### src/rtl/cpu57_selftest_seq_if.sv
// Bus bundle between the cpu57 self-test sequencer and its surroundings.
// CPU57_SELFTEST_IO_CHECK_EN adds the io readback pair.
interface cpu57_selftest_seq_if #(
  parameter int DATA_W = 57,
  parameter int ADDR_W = 16,
  parameter int CNT_W  = 32
);
  logic              start;
  logic              busy;
  logic              done;
  logic              pass;
  logic              timeout;
  logic [15:0]       fail_mask;
  logic [CNT_W-1:0]  cycle_count;
  logic [ADDR_W-1:0] src_addr;
  logic [7:0]        src_data;
  logic              mem_we;
  logic [ADDR_W-1:0] mem_addr;
  logic [7:0]        mem_wdata;
  logic              cpu_rst_n;
  logic              cpu_halted;
  logic [3:0]        reg_sel;
  logic [DATA_W-1:0] reg_data;
  logic [3:0]        exp_sel;
  logic [DATA_W-1:0] exp_data;
`ifdef CPU57_SELFTEST_IO_CHECK_EN
  logic [3:0]        io_sel;
  logic [DATA_W-1:0] io_data;
`endif

  modport master (
`ifdef CPU57_SELFTEST_IO_CHECK_EN
    input  io_data,
    output io_sel,
`endif
    input  start, src_data, cpu_halted,
    input  reg_data, exp_data,
    output busy, done, pass, timeout,
    output fail_mask, cycle_count,
    output src_addr, mem_we, mem_addr,
    output mem_wdata, cpu_rst_n,
    output reg_sel, exp_sel
  );

  modport slave (
`ifdef CPU57_SELFTEST_IO_CHECK_EN
    output io_data,
    input  io_sel,
`endif
    output start, src_data, cpu_halted,
    output reg_data, exp_data,
    input  busy, done, pass, timeout,
    input  fail_mask, cycle_count,
    input  src_addr, mem_we, mem_addr,
    input  mem_wdata, cpu_rst_n,
    input  reg_sel, exp_sel
  );
endinterface

### src/rtl/cpu57_selftest_seq.sv
// Self-test sequencer: load program, run cpu57, drain, compare registers.
// CPU57_SELFTEST_IO_CHECK_EN adds an io readback compare into fail_mask[15].
module cpu57_selftest_seq #(
  parameter int DATA_W       = 57,
  parameter int ADDR_W       = 16,
  parameter int PROG_LEN     = 80,
  parameter int NUM_CHECK    = 5,
  parameter int CYCLE_LIMIT  = 200,
  parameter int DRAIN_CYCLES = 5,
  parameter int CNT_W        = 32
`ifdef CPU57_SELFTEST_IO_CHECK_EN
  ,
  parameter int IO_PORT = 5,
  parameter logic [DATA_W-1:0] EXP_IO = DATA_W'(190)
`endif
) (
  input logic clk,
  input logic rst_n,
  cpu57_selftest_seq_if.master bus
);

`ifdef CPU57_SELFTEST_IO_CHECK_EN
  localparam int IOX = 1;
`else
  localparam int IOX = 0;
`endif
  localparam int DW = (DRAIN_CYCLES > 1) ? $clog2(DRAIN_CYCLES) : 1;
  localparam logic [ADDR_W:0]   LOAD_LAST = (ADDR_W+1)'(PROG_LEN);
  localparam logic [ADDR_W-1:0] SRC_LAST = ADDR_W'(PROG_LEN - 1);
  localparam logic [CNT_W-1:0]  LIMIT = CNT_W'(CYCLE_LIMIT);
  localparam logic [CNT_W-1:0]  CNT_MAX = '1;
  localparam logic [DW-1:0]     DRAIN_LAST = DW'(DRAIN_CYCLES - 1);
  localparam logic [4:0]        CHK_END = 5'(NUM_CHECK + IOX);
  localparam logic [4:0]        REG_END = 5'(NUM_CHECK);
  localparam logic [3:0]        SEL_LAST = 4'(NUM_CHECK - 1);
  localparam logic [15:0] CHK_MASK =
    16'((32'd1 << NUM_CHECK) - 32'd1);
`ifdef CPU57_SELFTEST_IO_CHECK_EN
  localparam logic [15:0] VALID_MASK = CHK_MASK | 16'h8000;
`else
  localparam logic [15:0] VALID_MASK = CHK_MASK & 16'h7fff;
`endif

  typedef enum logic [2:0] {
    S_IDLE, S_LOAD, S_RUN, S_DRAIN, S_CHECK, S_DONE
  } state_t;

  state_t            state_q;
  logic              cpu_rst_q, busy_q, done_q, pass_q;
  logic              timeout_q, halt_seen_q, mem_we_q;
  logic [15:0]       fail_q, fail_d;
  logic [CNT_W-1:0]  cycle_q, cnt_inc;
  logic [ADDR_W-1:0] src_q, mem_addr_q;
  logic [ADDR_W:0]   load_q;
  logic [DW-1:0]     drain_q;
  logic [4:0]        chk_q;
  logic [3:0]        reg_sel_q, exp_sel_q, idx;
  logic [DATA_W-1:0] rd_q;
  logic              run_exit;

  assign cnt_inc  = (cycle_q == CNT_MAX) ? cycle_q : cycle_q + 1'b1;
  assign run_exit = bus.cpu_halted || (cnt_inc >= LIMIT);
  assign idx      = 4'(chk_q - 5'd1);

  // Register i is sampled into rd_q at CHECK step i, judged at step i+1.
  always_comb begin
    fail_d = fail_q;
    if (state_q == S_CHECK && chk_q != 5'd0) begin
      if (chk_q <= REG_END) begin
        if (rd_q != bus.exp_data) fail_d[idx] = 1'b1;
      end
`ifdef CPU57_SELFTEST_IO_CHECK_EN
      else if (bus.io_data != EXP_IO) begin
        fail_d[15] = 1'b1;
      end
`endif
    end
  end

  always_ff @(posedge clk) begin
    if (!rst_n) begin
      state_q     <= S_IDLE;
      cpu_rst_q   <= 1'b0;
      busy_q      <= 1'b0;
      done_q      <= 1'b0;
      pass_q      <= 1'b0;
      timeout_q   <= 1'b0;
      halt_seen_q <= 1'b0;
      mem_we_q    <= 1'b0;
      fail_q      <= '0;
      cycle_q     <= '0;
      src_q       <= '0;
      mem_addr_q  <= '0;
      load_q      <= '0;
      drain_q     <= '0;
      chk_q       <= '0;
      reg_sel_q   <= '0;
      exp_sel_q   <= '0;
      rd_q        <= '0;
    end else begin
      mem_we_q <= 1'b0;
      unique case (state_q)
        S_IDLE, S_DONE: begin
          if (bus.start) begin
            state_q     <= S_LOAD;
            cpu_rst_q   <= 1'b0;
            busy_q      <= 1'b1;
            done_q      <= 1'b0;
            pass_q      <= 1'b0;
            timeout_q   <= 1'b0;
            halt_seen_q <= 1'b0;
            fail_q      <= '0;
            cycle_q     <= '0;
            src_q       <= '0;
            load_q      <= '0;
          end
        end
        S_LOAD: begin
          mem_we_q   <= (load_q != LOAD_LAST);
          mem_addr_q <= src_q;
          load_q     <= load_q + 1'b1;
          if (src_q != SRC_LAST) src_q <= src_q + 1'b1;
          if (load_q == LOAD_LAST) begin
            state_q   <= S_RUN;
            cpu_rst_q <= 1'b1;
          end
        end
        S_RUN: begin
          if (!bus.cpu_halted) cycle_q <= cnt_inc;
          if (bus.cpu_halted) halt_seen_q <= 1'b1;
          else if (cnt_inc >= LIMIT) timeout_q <= 1'b1;
          if (run_exit) begin
            if (DRAIN_CYCLES == 0) state_q <= S_CHECK;
            else state_q <= S_DRAIN;
            drain_q   <= '0;
            chk_q     <= '0;
            reg_sel_q <= '0;
            exp_sel_q <= '0;
          end
        end
        S_DRAIN: begin
          drain_q <= drain_q + 1'b1;
          if (drain_q == DRAIN_LAST) state_q <= S_CHECK;
        end
        S_CHECK: begin
          rd_q   <= bus.reg_data;
          fail_q <= fail_d;
          chk_q  <= chk_q + 1'b1;
          if (reg_sel_q != SEL_LAST) begin
            reg_sel_q <= reg_sel_q + 1'b1;
            exp_sel_q <= exp_sel_q + 1'b1;
          end
          if (chk_q == CHK_END) begin
            state_q <= S_DONE;
            busy_q  <= 1'b0;
            done_q  <= 1'b1;
            pass_q  <= halt_seen_q && !timeout_q &&
                       ((fail_d & VALID_MASK) == 16'h0);
          end
        end
        default: state_q <= S_IDLE;
      endcase
    end
  end

  assign bus.busy        = busy_q;
  assign bus.done        = done_q;
  assign bus.pass        = pass_q;
  assign bus.timeout     = timeout_q;
  assign bus.fail_mask   = fail_q & VALID_MASK;
  assign bus.cycle_count = cycle_q;
  assign bus.src_addr    = src_q;
  assign bus.mem_we      = mem_we_q;
  assign bus.mem_addr    = mem_addr_q;
  assign bus.mem_wdata   = mem_we_q ? bus.src_data : 8'h00;
  assign bus.cpu_rst_n   = cpu_rst_q;
  assign bus.reg_sel     = reg_sel_q;
  assign bus.exp_sel     = exp_sel_q;
`ifdef CPU57_SELFTEST_IO_CHECK_EN
  assign bus.io_sel      = 4'(IO_PORT);
`endif

endmodule

### src/flat_wrapper.sv
// flat-port wrapper written by rule: the top's interface ports become plain ports
module cpu57_selftest_seq_flat 
#(
  parameter int DATA_W       = 57,
  parameter int ADDR_W       = 16,
  parameter int PROG_LEN     = 80,
  parameter int NUM_CHECK    = 5,
  parameter int CYCLE_LIMIT  = 200,
  parameter int DRAIN_CYCLES = 5,
  parameter int CNT_W        = 32

)
  (clk, rst_n, bus_start, bus_src_data, bus_cpu_halted, bus_reg_data, bus_exp_data, bus_busy, bus_done, bus_pass, bus_timeout, bus_fail_mask, bus_cycle_count, bus_src_addr, bus_mem_we, bus_mem_addr, bus_mem_wdata, bus_cpu_rst_n, bus_reg_sel, bus_exp_sel);
  cpu57_selftest_seq_if #(.DATA_W(DATA_W), .ADDR_W(ADDR_W), .CNT_W(CNT_W)) bus_i ();
  input logic clk;
  input logic rst_n;
  input wire logic [$bits(bus_i.start)-1:0] bus_start;
  input wire logic [$bits(bus_i.src_data)-1:0] bus_src_data;
  input wire logic [$bits(bus_i.cpu_halted)-1:0] bus_cpu_halted;
  input wire logic [$bits(bus_i.reg_data)-1:0] bus_reg_data;
  input wire logic [$bits(bus_i.exp_data)-1:0] bus_exp_data;
  output wire logic [$bits(bus_i.busy)-1:0] bus_busy;
  output wire logic [$bits(bus_i.done)-1:0] bus_done;
  output wire logic [$bits(bus_i.pass)-1:0] bus_pass;
  output wire logic [$bits(bus_i.timeout)-1:0] bus_timeout;
  output wire logic [$bits(bus_i.fail_mask)-1:0] bus_fail_mask;
  output wire logic [$bits(bus_i.cycle_count)-1:0] bus_cycle_count;
  output wire logic [$bits(bus_i.src_addr)-1:0] bus_src_addr;
  output wire logic [$bits(bus_i.mem_we)-1:0] bus_mem_we;
  output wire logic [$bits(bus_i.mem_addr)-1:0] bus_mem_addr;
  output wire logic [$bits(bus_i.mem_wdata)-1:0] bus_mem_wdata;
  output wire logic [$bits(bus_i.cpu_rst_n)-1:0] bus_cpu_rst_n;
  output wire logic [$bits(bus_i.reg_sel)-1:0] bus_reg_sel;
  output wire logic [$bits(bus_i.exp_sel)-1:0] bus_exp_sel;
  assign bus_i.start = bus_start;
  assign bus_i.src_data = bus_src_data;
  assign bus_i.cpu_halted = bus_cpu_halted;
  assign bus_i.reg_data = bus_reg_data;
  assign bus_i.exp_data = bus_exp_data;
  assign bus_busy = bus_i.busy;
  assign bus_done = bus_i.done;
  assign bus_pass = bus_i.pass;
  assign bus_timeout = bus_i.timeout;
  assign bus_fail_mask = bus_i.fail_mask;
  assign bus_cycle_count = bus_i.cycle_count;
  assign bus_src_addr = bus_i.src_addr;
  assign bus_mem_we = bus_i.mem_we;
  assign bus_mem_addr = bus_i.mem_addr;
  assign bus_mem_wdata = bus_i.mem_wdata;
  assign bus_cpu_rst_n = bus_i.cpu_rst_n;
  assign bus_reg_sel = bus_i.reg_sel;
  assign bus_exp_sel = bus_i.exp_sel;
  cpu57_selftest_seq #(.DATA_W(DATA_W), .ADDR_W(ADDR_W), .PROG_LEN(PROG_LEN), .NUM_CHECK(NUM_CHECK), .CYCLE_LIMIT(CYCLE_LIMIT), .DRAIN_CYCLES(DRAIN_CYCLES), .CNT_W(CNT_W)) u_core (.clk(clk), .rst_n(rst_n), .bus(bus_i));
endmodule
### config.mk
export PLATFORM = sky130hd
export DESIGN_NAME = cpu57_selftest_seq_flat
export DESIGN_NICKNAME = d
export VERILOG_FILES = /design/src/rtl/cpu57_selftest_seq_if.sv /design/src/rtl/cpu57_selftest_seq.sv /design/src/flat_wrapper.sv
export SDC_FILE = /design/constraint.sdc
export NUM_CORES = 1
export LEC_CHECK = 0
export ABC_CLOCK_PERIOD_IN_PS = 7400
export BUFFER_PORTS_ARGS = -buffer_cell sky130_fd_sc_hd__buf_2
export CAP_MARGIN = 20
export CORE_ASPECT_RATIO = 2
export CORE_MARGIN = 2
export CORE_UTILIZATION = 58
export CTS_CLUSTER_DIAMETER = 50
export CTS_CLUSTER_SIZE = 16
export DETAILED_ROUTE_END_ITERATION = 8
export MAX_ROUTING_LAYER = met4
export PLACE_DENSITY = 0.91
export SLEW_MARGIN = 20
export SYNTH_ARGS = -nofsm -noshare
export SYNTH_HDL_FRONTEND = slang
export SYNTH_SLANG_ARGS = --single-unit
export TNS_END_PERCENT = 50
### constraint.sdc
create_clock -name clk -period 7.4 [get_ports clk]
set_input_delay 0.37 -clock clk [delete_from_list [all_inputs] [get_ports clk]]
set_output_delay 0.37 -clock clk [all_outputs]
set_load 0.01 [all_outputs]
==> impl_metrics.tcl, run 1 <==
set metrics [dict create \
    grt_first_pass_wirelength_um 42500 \
    fp-row-count 64 \
    synthFlopType "dfxtp_1" \
    hold_end "u_core.rd_q[26]$_SDFFE_PN0P_" \
    place_congestion 0.935 \
    ff2ff_setup_slack_ps 3830 \
    synth_cells 1145 \
    die-area_sq_um 16600 \
    path_clk_slew_ps 60 \
    grt.overflow.total 0 \
    pwr-share-clk 0.454 \
    fmax_ghz 0.280 \
    crit_type "reg -> reg" \
    ff_latch_area_sq_um 3380 \
    ctsResizeCount 0 \
    synth_fa_ha_area_frac 0.0222 \
    fillCellCount 1263 \
    rr_worst_depth 9 \
    drt_iter0_drc 494 \
    final-max-slew-violation-count 0 \
    fin_tns_setup_ps 0 \
    pwr-share-seq 0.483 \
    nNetsFinal 1458 \
    yosys_warnings 0 \
    yosys-mux-area-fraction 0.0128 \
    synthSimpleGateAreaFrac 0.286 \
    detailed_place_hpwl_um 19400 \
    drive_gt1_frac 0.220 \
    startpoint_type "register" \
    cp_common_cell "nand4_2" \
    n_antenna_cell 0 \
    worst-path-stages 9 \
    multi_input_area_sq_um 5220 \
    p_comb_frac 0.063 \
    avgSynthCellArea_sq_um 7.88 \
    p_leak_nw 4.30 \
    coreArea_sq_um 15300 \
    clock_latency_ps 430 \
    setup_viol 0 \
    min_path_cells 3 \
    drv_cap 0 \
    path_buf_inv 0 \
    critical-path-top-delay-family "simple AND/OR/NAND/NOR gates" \
    cts_root_buf "clkbuf_16" \
    path_cells "ha_1 > nand2_1 > nor3_4 > nand4_2 > and2_1 > o311a_1 > nor4_2 > nand4_2 > o41ai_1" \
    fin_crit_ps 3570 \
    seq_area_frac_synth 0.375 \
    die_h_um 180 \
    design_area_sq_um 10700 \
    cts_setup_buffers 0 \
    finalHoldViolCount 0 \
    cp-end-kind "register" \
    synth_edf_count 0 \
    status "completed" \
    fin_crit_sh 0.483 \
    cts_max_level 4 \
    synth_compound_area_frac 0.165 \
    critPathMaxStageDelay_ps 560 \
    grt_max_degree 74 \
    routed_wl_um 26400 \
    p_sw_frac 0.235 \
    ys_async_sr_fraction 0 \
    tightestPinTransition_ps 960 \
    min_from "bus_reg_data[26]" \
    cts_tree "yes" \
    skew_ps 7.00 \
    ir_drop_uv 165 \
    p_per_area_nw_per_um2 179 \
    viasPerCell 5.86 \
    io_pins 228 \
    drtAntennaViolNets 0 \
    worstReg2RegStart "u_core.bus.cycle_count[0]$_SDFFE_PN0P_" \
    power_mw 1.91 \
    avgRoutedWirePerCell_um 17.3 \
    synthXorXnorAreaFrac 0.0844 \
    fp.dieW_um 92.2 \
    holdWs_ps 178 \
    max_slew_margin 0.343 \
    cts_buffers 17 \
    syn_area_sq_um 9030 \
    clk_path_buf_depth 2 \
    initial_core_util 0.590 \
    crit_slowest_cell "nor4_2" \
    worstPathArrival_ps 3890 \
    netSwitchingPower_mw 0.449 \
    hp-class "in -> reg" \
    drcViolationCount 0 \
    ys_ff_latch 169 \
    rr_endpoint "u_core.chk_q[0]$_SDFFE_PN0P_" \
    antenna_found_initial 0 \
    rsz0062_at_grt "false" \
    cts_sinks 169 \
    grt_util_all_layers 0.325 \
    ctsHoldBuffers 0 \
    synth_top_family_by_area "simple AND/OR/NAND/NOR gates" \
    placed_area_sq_um 10100 \
    drt_pass1_iterations 6 \
    ys_types 77 \
    vias 8948 \
    grt_pass1_vias 8904 \
    crit_fanout 15 \
    worstPathRequired_ps 7710 \
    area_growth_pct 18.2 \
    p_int_mw 1.46 \
    portBuffers 216 \
    post-route-util 0.697 \
]
[synth_stat cells (all sizes together) (15+ instances only)]
cell,number,area (sq um)
xor2,74,648
inv,21,78.8
dfxtp,169,3380
o21ai,35,175
nand2,217,815
buf,30,201
ha,16,200
and2,15,93.8
clkbuf,50,199
a31oi,15,93.8
nor2,84,320
nor3,29,176
nand3,32,178
nand4,31,236
nor4,30,221
a21oi,126,631
[tightest hold or removal path: stages]
cell and delay, ps:
buf_2 90, nand2_1 40, a21oi_1 50
[cells in the final DEF, fill, tap and decap left out, types with 5 or more instances in the layout]
cell          n
a21oi_1     125
xnor2_1      13
xor2_1       74
o211ai_1      5
nand2b_1      5
o21ai_0      35
nand4_1      27
o31ai_1       5
nand3_1      30
or2_2         6
a41oi_1       8
inv_1        20
nor3b_1       7
clkinvlp_4    5
a311oi_1      9
buf_2       216
a211oi_1      5
clkbuf_16    17
or3_1        12
nand2_1     216
nor3_2        5
ha_1         16
and3_1       13
mux2i_1       7
nor2_1       82
nor2b_1       8
nor4_1       26
a31oi_1      15
buf_4         5
dfxtp_1     169
a22oi_1       9
nor3_1       22
and2_1       15
conb_1       11
[power by group through the flow]
stage / logic, mW / clock network, mW / registers, mW
after floorplan: 0.0674 / 0 / 0.940
after global placement: 0.117 / 0 / 0.942
after detailed placement: 0.119 / 0 / 0.942
after CTS: 0.120 / 0.877 / 0.922
after global routing: 0.132 / 0.915 / 0.923
final: 0.121 / 0.867 / 0.922
[layer usage]
layer	vias up	track usage	share of wire
li1	4358	-	-
met1	4135	0.306	0.34
met2	365	0.593	0.54
met3	90	0.0615	0.061
met4	0	0.199	0.059
met5	-	-	0
[cell families after synthesis]
logic type | after synthesis
XOR/XNOR | 87
buffers and inverters | 102
flip-flops | 169
AND/OR/NAND/NOR | 513
AO/OA/AOI/OAI | 246
multiplexers | 11
adder cells (fa/ha/maj) | 16
other | 1
[flip-flops by register name (all words and copies together), names as in the netlist, 5 cells and up]
signal	cells
u_core.rd_q	57
u_core.bus.src_addr	16
u_core.bus.mem_addr	16
u_core.chk_q	5
u_core.bus.cycle_count	32
u_core.load_q	17
u_core.fail_q	5
[per-stage QoR]
| stage | setup WS, ps | std cells |
|---|---|---|
| finish | 3830 | 1527 |
| global route | 3510 | 1527 |
| CTS | 3850 | 1526 |
| detailed placement | 3850 | 1494 |
| global placement | 4060 | 1493 |
| floorplan | 4430 | 1155 |
[area by class of cell]
cell class,count,share of cell area
Multi-Input combinational cell,884,0.489
Inverter,21,0.00762
Timing Repair Buffer,223,0.109
Clock buffer,23,0.0457
Sequential cell,169,0.317
Clock inverter,9,0.00845
Tap cell,198,0.0232
[worst max-delay path by stage]
| stage | startpoint | endpoint | slack, ps |
|---|---|---|---|
| 3_5_place_dp | u_core.bus.cycle_count[0]$_SDFFE_PN0P_ | u_core.chk_q[0]$_SDFFE_PN0P_ | 3850 |
| 2_1_floorplan | u_core.bus.cycle_count[17]$_SDFFE_PN0P_ | u_core.bus.exp_sel[3]$_SDFFE_PN0P_ | 4430 |
| 3_3_place_gp | u_core.bus.cycle_count[0]$_SDFFE_PN0P_ | u_core.bus.exp_sel[2]$_SDFFE_PN0P_ | 4060 |
| 6_report | u_core.bus.cycle_count[0]$_SDFFE_PN0P_ | u_core.chk_q[0]$_SDFFE_PN0P_ | 3830 |
| 5_1_grt | u_core.bus.cycle_count[0]$_SDFFE_PN0P_ | u_core.chk_q[0]$_SDFFE_PN0P_ | 3510 |
| 4_1_cts | u_core.bus.cycle_count[0]$_SDFFE_PN0P_ | u_core.chk_q[0]$_SDFFE_PN0P_ | 3850 |
No activity file was read; power rests on OpenSTA's default activity.
==> run 2, diff against run 1 <==
--- a/config.mk
+++ b/config.mk
@@ -5,17 +5,18 @@
 export SDC_FILE = /design/constraint.sdc
 export NUM_CORES = 1
 export LEC_CHECK = 0
-export ABC_CLOCK_PERIOD_IN_PS = 7400
+export ABC_AREA = 1
+export ABC_CLOCK_PERIOD_IN_PS = 3550
 export BUFFER_PORTS_ARGS = -buffer_cell sky130_fd_sc_hd__buf_2
 export CAP_MARGIN = 20
 export CORE_ASPECT_RATIO = 2
 export CORE_MARGIN = 2
-export CORE_UTILIZATION = 58
+export CORE_UTILIZATION = 54
 export CTS_CLUSTER_DIAMETER = 50
 export CTS_CLUSTER_SIZE = 16
 export DETAILED_ROUTE_END_ITERATION = 8
 export MAX_ROUTING_LAYER = met4
-export PLACE_DENSITY = 0.91
+export PLACE_DENSITY = 0.86
 export SLEW_MARGIN = 20
 export SYNTH_ARGS = -nofsm -noshare
 export SYNTH_HDL_FRONTEND = slang
==> constraint.sdc (replaced) <==
create_clock -name clk -period 3.55 [get_ports clk]
set_input_delay 0.1775 -clock clk [delete_from_list [all_inputs] [get_ports clk]]
set_output_delay 0.1775 -clock clk [all_outputs]
set_load 0.01 [all_outputs]
==> run 2 against run 1 <==
  * Worst hold slack worse by 170 ps
  * Critical path depth is 6 higher
  * Via count is 6.3% higher
  * Critical path type unchanged
  * Maximum frequency is 23% higher
  * Area after synthesis is 0.12% higher
  * Flip-flop and latch count stayed put
  * Register-to-register slack worse by 3200 ps
  * Total power grew to 3.0 times the previous value
  * Worst setup slack worse by 3200 ps
  * Sequential power grew to 2.6 times the previous value
  * Synthesized cell count is 18% higher
  * Wire length is 2.9% lower
  * Largest cell class unchanged
==> impl_metrics.tcl, run 2 <==
set metrics [dict create \
    status "completed" \
    clk_path_buf_depth 2 \
    grt_pass1_vias 8935 \
    nNetsFinal 1698 \
    wl_met2_um 12400 \
    fmax_ghz 0.345 \
    design_area_sq_um 10800 \
    synth_common_cells "314 x nand2_1, 204 x nor2_1, 169 x dfxtp_1" \
    hold_end "u_core.rd_q[56]$_SDFFE_PN0P_" \
    rsz0062_at_grt "false" \
    crit_slowest_cell "dfxtp_1" \
    yosysTopAreaCellShare 0.374 \
    drt-met1-wl_um 10300 \
    routed_wl_um 25600 \
    fillCellCount 1469 \
    antenna_found_initial 0 \
    ir_drop_uv 380 \
    viasPerCell 5.35 \
    drcViolationCount 0 \
    worstPathArrival_ps 3250 \
    synthFlopType "dfxtp_1" \
    fin_crit_sh 0.817 \
    ff_latch_area_sq_um 3380 \
    grt_max_degree 85 \
    layout_commonest_cell "nand2_1" \
    cts_buffers 17 \
    fin_tns_setup_ps 0 \
    p_per_area_nw_per_um2 533 \
    detailed_place_hpwl_um 18600 \
    finalHoldViolCount 0 \
    critical-path-top-delay-family "simple AND/OR/NAND/NOR gates" \
    syn_area_sq_um 9040 \
    crit_type "reg -> reg" \
    vias 9510 \
    ctsResizeCount 0 \
    final-max-slew-violation-count 0 \
    ff2ff_setup_slack_ps 650 \
    tightestPinTransition_ps 796 \
    drt_iter0_drc 676 \
    synth_cells 1353 \
    synth_most_common_cell "nand2_1" \
    n_antenna_cell 0 \
    max_slew_margin 0.469 \
    io_pins 228 \
    ys_types 47 \
    startpoint "u_core.bus.cycle_count[0]$_SDFFE_PN0P_" \
    area_growth_pct 19.9 \
    avgRoutedWirePerCell_um 14.4 \
    coreArea_sq_um 16600 \
    synth_top_cell_by_area "dfxtp_1" \
    cp_common_cell "nand2_2" \
    path_cells "ha_1 > inv_2 > nor2_8 > nand2_2 > nor2_4 > nand2_2 > nand3_1 > nor2_1 > nand2_1 > nor2_2 > nand4_2 > nand2_4 > nand2_2 > nand2_1 > a21oi_1" \
    grt_first_pass_wirelength_um 41000 \
    ys_ff_latch 169 \
    die_h_um 187 \
    top_register "u_core.rd_q" \
    ys_async_sr_fraction 0 \
    drt_pass1_iterations 6 \
    cts_max_level 4 \
    hp-class "in -> reg" \
    setup_viol 0 \
    fp-row-count 67 \
    multi_input_area_sq_um 4900 \
    seq_area_frac_synth 0.374 \
    synth_edf_count 0 \
    power_mw 5.78 \
    fp.dieW_um 95.5 \
    die-area_sq_um 17900 \
    min_path_cells 3 \
    startpoint_type "register" \
    drtAntennaViolNets 0 \
    cp-end-kind "register" \
    place_congestion 0.948 \
    ys_top_cells_by_area "dfxtp_1 37%, nand2_1 13%, nor2_1 8.5%" \
    worstReg2RegStart "u_core.bus.cycle_count[0]$_SDFFE_PN0P_" \
    min_from "bus_reg_data[56]" \
    clock_latency_ps 430 \
    largest_reg_flops 57 \
    crit_fanout 32 \
    layout_common_cells "314 x nand2_1, 216 x buf_2, 204 x nor2_1" \
    skew_ps 11.6 \
    avgSynthCellArea_sq_um 6.68 \
    cts_tree "yes" \
    rr_endpoint "u_core.bus.exp_sel[3]$_SDFFE_PN0P_" \
    critPathMaxStageDelay_ps 490 \
    cts_sinks 169 \
    portBuffers 216 \
    path_clk_slew_ps 70 \
    grt.overflow.total 0 \
    yosys_warnings 0 \
    worstPathRequired_ps 3900 \
    grt_util_all_layers 0.292 \
    drive_gt1_frac 0.193 \
    drv_cap 0 \
    cts_root_buf "clkbuf_16" \
    wl_met3_um 1910 \
    top_layer_used "met4" \
    fin_crit_ps 2900 \
    path_buf_inv 1 \
    rr_worst_depth 15 \
    placed_area_sq_um 10200 \
    p_leak_nw 4.78 \
    initial_core_util 0.545 \
]
## run 2: cell count changes after synthesis, sizes merged, moves of 14 or more
cell   delta
nor2    +140
nor4     -25
o21ai    +64
xor2     -58
a21oi    -21
xnor2    +19
nand3    +35
a31oi    -14
inv     +115
nand2   +115
and2     -15
## run 2: worst max-delay path by stage
stage | to | slack [ps] | depth (start not counted)
floorplan | u_core.chk_q[4]$_SDFFE_PN0P_ | 1320 | 16
global placement | u_core.bus.exp_sel[2]$_SDFFE_PN0P_ | 880 | 15
detailed placement | u_core.bus.exp_sel[3]$_SDFFE_PN0P_ | 700 | 15
CTS | u_core.bus.exp_sel[3]$_SDFFE_PN0P_ | 680 | 15
global route | u_core.bus.exp_sel[3]$_SDFFE_PN0P_ | 350 | 15
finish | u_core.bus.exp_sel[3]$_SDFFE_PN0P_ | 650 | 15
## run 2: per-layer routing
layer  up-vias  global-route usage
met5         -                   -
met4         0               0.135
met3        81              0.0572
met2       413               0.464
met1      4272               0.352
li1       4744                   -
## run 2: metrics by stage
stage | worst slack [ps] | util | hold WS (ps) | instances
2_1_floorplan | 1320 | - | 326 | 1363
3_3_place_gp | 883 | 0.615 | 426 | 1736
4_1_cts | 683 | 0.653 | 0.793 | 1776
6_report | 650 | 0.653 | 11.4 | 1776
3_5_place_dp | 702 | 0.615 | 436 | 1736
5_1_grt | 354 | 0.653 | 9.75 | 1776
## run 2: cell families (layout without fill, tap and decap cells)
group                    count (synthesis)  count (layout)  share of synthesized area
AND/OR/NAND/NOR                        686             686                      0.328
buffers and inverters                  197             403                     0.0883
AO/OA/AOI/OAI                          236             236                      0.141
adder cells (fa/ha/maj)                 16              16                     0.0221
other                                    1              11                   0.000415
XOR/XNOR                                48              48                     0.0465
flip-flops                             169             169                      0.374
## run 2: tightest hold or removal path, delay by kind of cell
| kind | cells | cell delay [ps] |
|---|---|---|
| AND/OR/NAND/NOR | 1 | 80 |
| buffers and inverters | 1 | 70 |
| AO/OA/AOI/OAI | 1 | 70 |
## run 2: final cells by class
cell class	count	share of cell area
Inverter	139	0.0481
Timing Repair Buffer	232	0.113
Clock inverter	13	0.0100
Multi-Input combinational cell	997	0.452
Clock buffer	19	0.0409
Sequential cell	169	0.312
Tap cell	207	0.0239
## run 2: timing repair
action,in CTS,in global routing
endpoints found under the setup margin,0,0
buffers inserted,0,0
hold buffers,8,0
hold endpoints to repair,8,0
## run 2: power breakdown
part	switching [mW]	total, mW	internal [mW]
Clock	0.829	1.76	0.933
Combinational	1.00	1.58	0.573
Sequential	0.232	2.44	2.21
Total	2.07	5.78	3.72
==> run 3, diff against run 2 <==
--- a/config.mk
+++ b/config.mk
@@ -5,8 +5,8 @@
 export SDC_FILE = /design/constraint.sdc
 export NUM_CORES = 1
 export LEC_CHECK = 0
-export ABC_AREA = 1
-export ABC_CLOCK_PERIOD_IN_PS = 3550
+export ABC_AREA = 0
+export ABC_CLOCK_PERIOD_IN_PS = 2800
 export BUFFER_PORTS_ARGS = -buffer_cell sky130_fd_sc_hd__buf_2
 export CAP_MARGIN = 20
 export CORE_ASPECT_RATIO = 2
==> constraint.sdc (replaced) <==
create_clock -name clk -period 2.8 [get_ports clk]
set_input_delay 0.14 -clock clk [delete_from_list [all_inputs] [get_ports clk]]
set_output_delay 0.14 -clock clk [all_outputs]
set_load 0.01 [all_outputs]
==> run 3 against run 2 <==
  * The run now ends with negative setup slack left
  * Die area shrank 0.12%
  * Core utilization grew 8.0 points
  * Sequential share of layout area shrank 2.7 points
==> impl_metrics.tcl, run 3 (synthesis results as in run 1) <==
set metrics [dict create \
    status "finished with violations" \
    violations "negative setup slack" \
    drt-met1-wl_um 10300 \
    die-area_sq_um 17800 \
    cp-end-kind "register" \
    finalHoldViolCount 0 \
    fin_ws_ps -8.53 \
    coreArea_sq_um 16400 \
    wl_met2_um 15900 \
    fin_crit_sh 1.00 \
    nNetsFinal 1600 \
    io_pins 228 \
    grt_first_pass_wirelength_um 47600 \
    fp.dieW_um 95.4 \
    crit_type "reg -> reg" \
    fp-row-count 66 \
    viasPerCell 5.91 \
    grt.overflow.total 0 \
    layout_commonest_cell "buf_2" \
    path_clk_slew_ps 70 \
    crit_fanout 6 \
    largest_reg_flops 57 \
    hp-class "in -> reg" \
    top_register "u_core.rd_q" \
    drt_iter0_drc 532 \
    clk_path_buf_depth 2 \
    fillCellCount 1215 \
    setup_viol 3 \
    p_leak_nw 5.02 \
    max_slew_margin 0.420 \
    rsz0062_at_grt "true" \
    drt_pass1_iterations 5 \
    portBuffers 216 \
    cts_root_buf "clkbuf_16" \
    fmax_ghz 0.356 \
    drv_cap 0 \
    fin_crit_ps 2810 \
    post-place-ws_ps -113 \
    skew_ps 10.9 \
    antenna_found_initial 2 \
    tightestPinTransition_ps 870 \
    worstPathRequired_ps 3150 \
    layout_common_cells "216 x buf_2, 214 x nand2_1, 152 x dfxtp_1" \
    top_layer_used "met4" \
    clock_latency_ps 430 \
    drive_gt1_frac 0.275 \
    place_congestion 0.978 \
    grt_max_degree 77 \
    ff2ff_setup_slack_ps -9 \
    initial_core_util 0.552 \
    startpoint_type "register" \
    cts_max_level 4 \
    detailed_place_hpwl_um 20900 \
    wl_met3_um 2240 \
    final_cells 1677 \
    grt_util_all_layers 0.347 \
    vias 9903 \
    cts_sinks 169 \
    die_h_um 187 \
    drtAntennaViolNets 0 \
    avgRoutedWirePerCell_um 18.3 \
    dp.cells 1583 \
    final-max-slew-violation-count 0 \
    cts_tree "yes" \
    grt_pass1_vias 9754 \
    routed_wl_um 30600 \
    worstPathArrival_ps 3160 \
    drcViolationCount 0 \
    ir_drop_uv 399 \
    p_per_area_nw_per_um2 441 \
    area_growth_pct 32.7 \
    cts_buffers 17 \
]
run 3: cell types whose count changed in the layout (fill, tap and decap cells not counted), moves of 17 or more:
cell	before	now
dlygate4sd3_1	8	57
o21ai_0	96	35
nand3_1	66	30
dfxtp_1	169	152
nor2_1	204	82
xnor2_1	32	13
inv_1	132	20
nand2_1	314	214
a21oi_1	104	126
xor2_1	16	74
buf_4	8	91
nor4_1	5	25
run 3: repair_timing:
action | CTS | global route
endpoints found under the hold margin | 57 | 0
pin swaps | 4 | 4
hold buffers | 57 | 0
buffers inserted | 1 | 2
resized for setup | 7 | 6
setup endpoints to repair | 7 | 10
run 3: stage by stage:
step	cell area (sq um)	hold slack (ps)	TNS (ps)	util	total power, mW
global route	12000	95.6	-802	0.733	5.46
floorplan	9140	276	0	-	2.66
finish	12000	111	-13.5	0.733	5.29
global placement	10700	381	0	0.656	2.82
detailed placement	10700	387	-417	0.656	2.83
CTS	11900	87.7	0	0.731	5.30
run 3: area by class of cell:
| type | count | area, sq um | share of cell area |
|---|---|---|---|
| Timing Repair Buffer | 365 | 2350 | 0.197 |
| Antenna cell | 2 | 5.00 | 0.000418 |
| Clock buffer | 19 | 453 | 0.0378 |
| Clock inverter | 13 | 159 | 0.0133 |
| Sequential cell | 169 | 3410 | 0.285 |
| Multi-Input combinational cell | 884 | 5260 | 0.439 |
| Inverter | 21 | 81.3 | 0.00679 |
| Tap cell | 204 | 255 | 0.0213 |
run 3: power by group:
group          total (mW)  switching, mW  internal, mW  leakage [nW]
clock                2.43           1.05          1.39         0.295
sequential           2.43         0.0196          2.41          1.37
combinational       0.420          0.225         0.195          3.35
run 3: worst paths after layout:
| check | endpoint | cells past startpoint | startpoint |
|---|---|---|---|
| worst min-delay path | u_core.bus.src_addr[0]$_SDFFE_PN0P_ | 2 | rst_n |
| worst max register to register | u_core.bus.reg_sel[2]$_SDFFE_PN0P_ | 8 | u_core.bus.cycle_count[6]$_SDFFE_PN0P_ |
| worst max-delay path | u_core.bus.reg_sel[2]$_SDFFE_PN0P_ | 8 | u_core.bus.cycle_count[6]$_SDFFE_PN0P_ |
| worst min register to register | u_core.bus.mem_addr[8]$_SDFFE_PN0P_ | 2 | u_core.bus.mem_addr[8]$_SDFFE_PN0P_ |
run 3: layer usage:
metal  up-vias  global-route usage
li1       4634                   -
met1      4628               0.332
met2       490               0.596
met3       151              0.0794
met4         0               0.241
met5         -                   -
run 3: worst max-delay path, stage by stage (launching register included):
cell	delay, ps
dfxtp_2	360
nand4_4	160
or4_4	570
nor4_4	230
nand4_1	140
o311a_1	160
or4_4	540
o41a_4	410
nor3_2	160
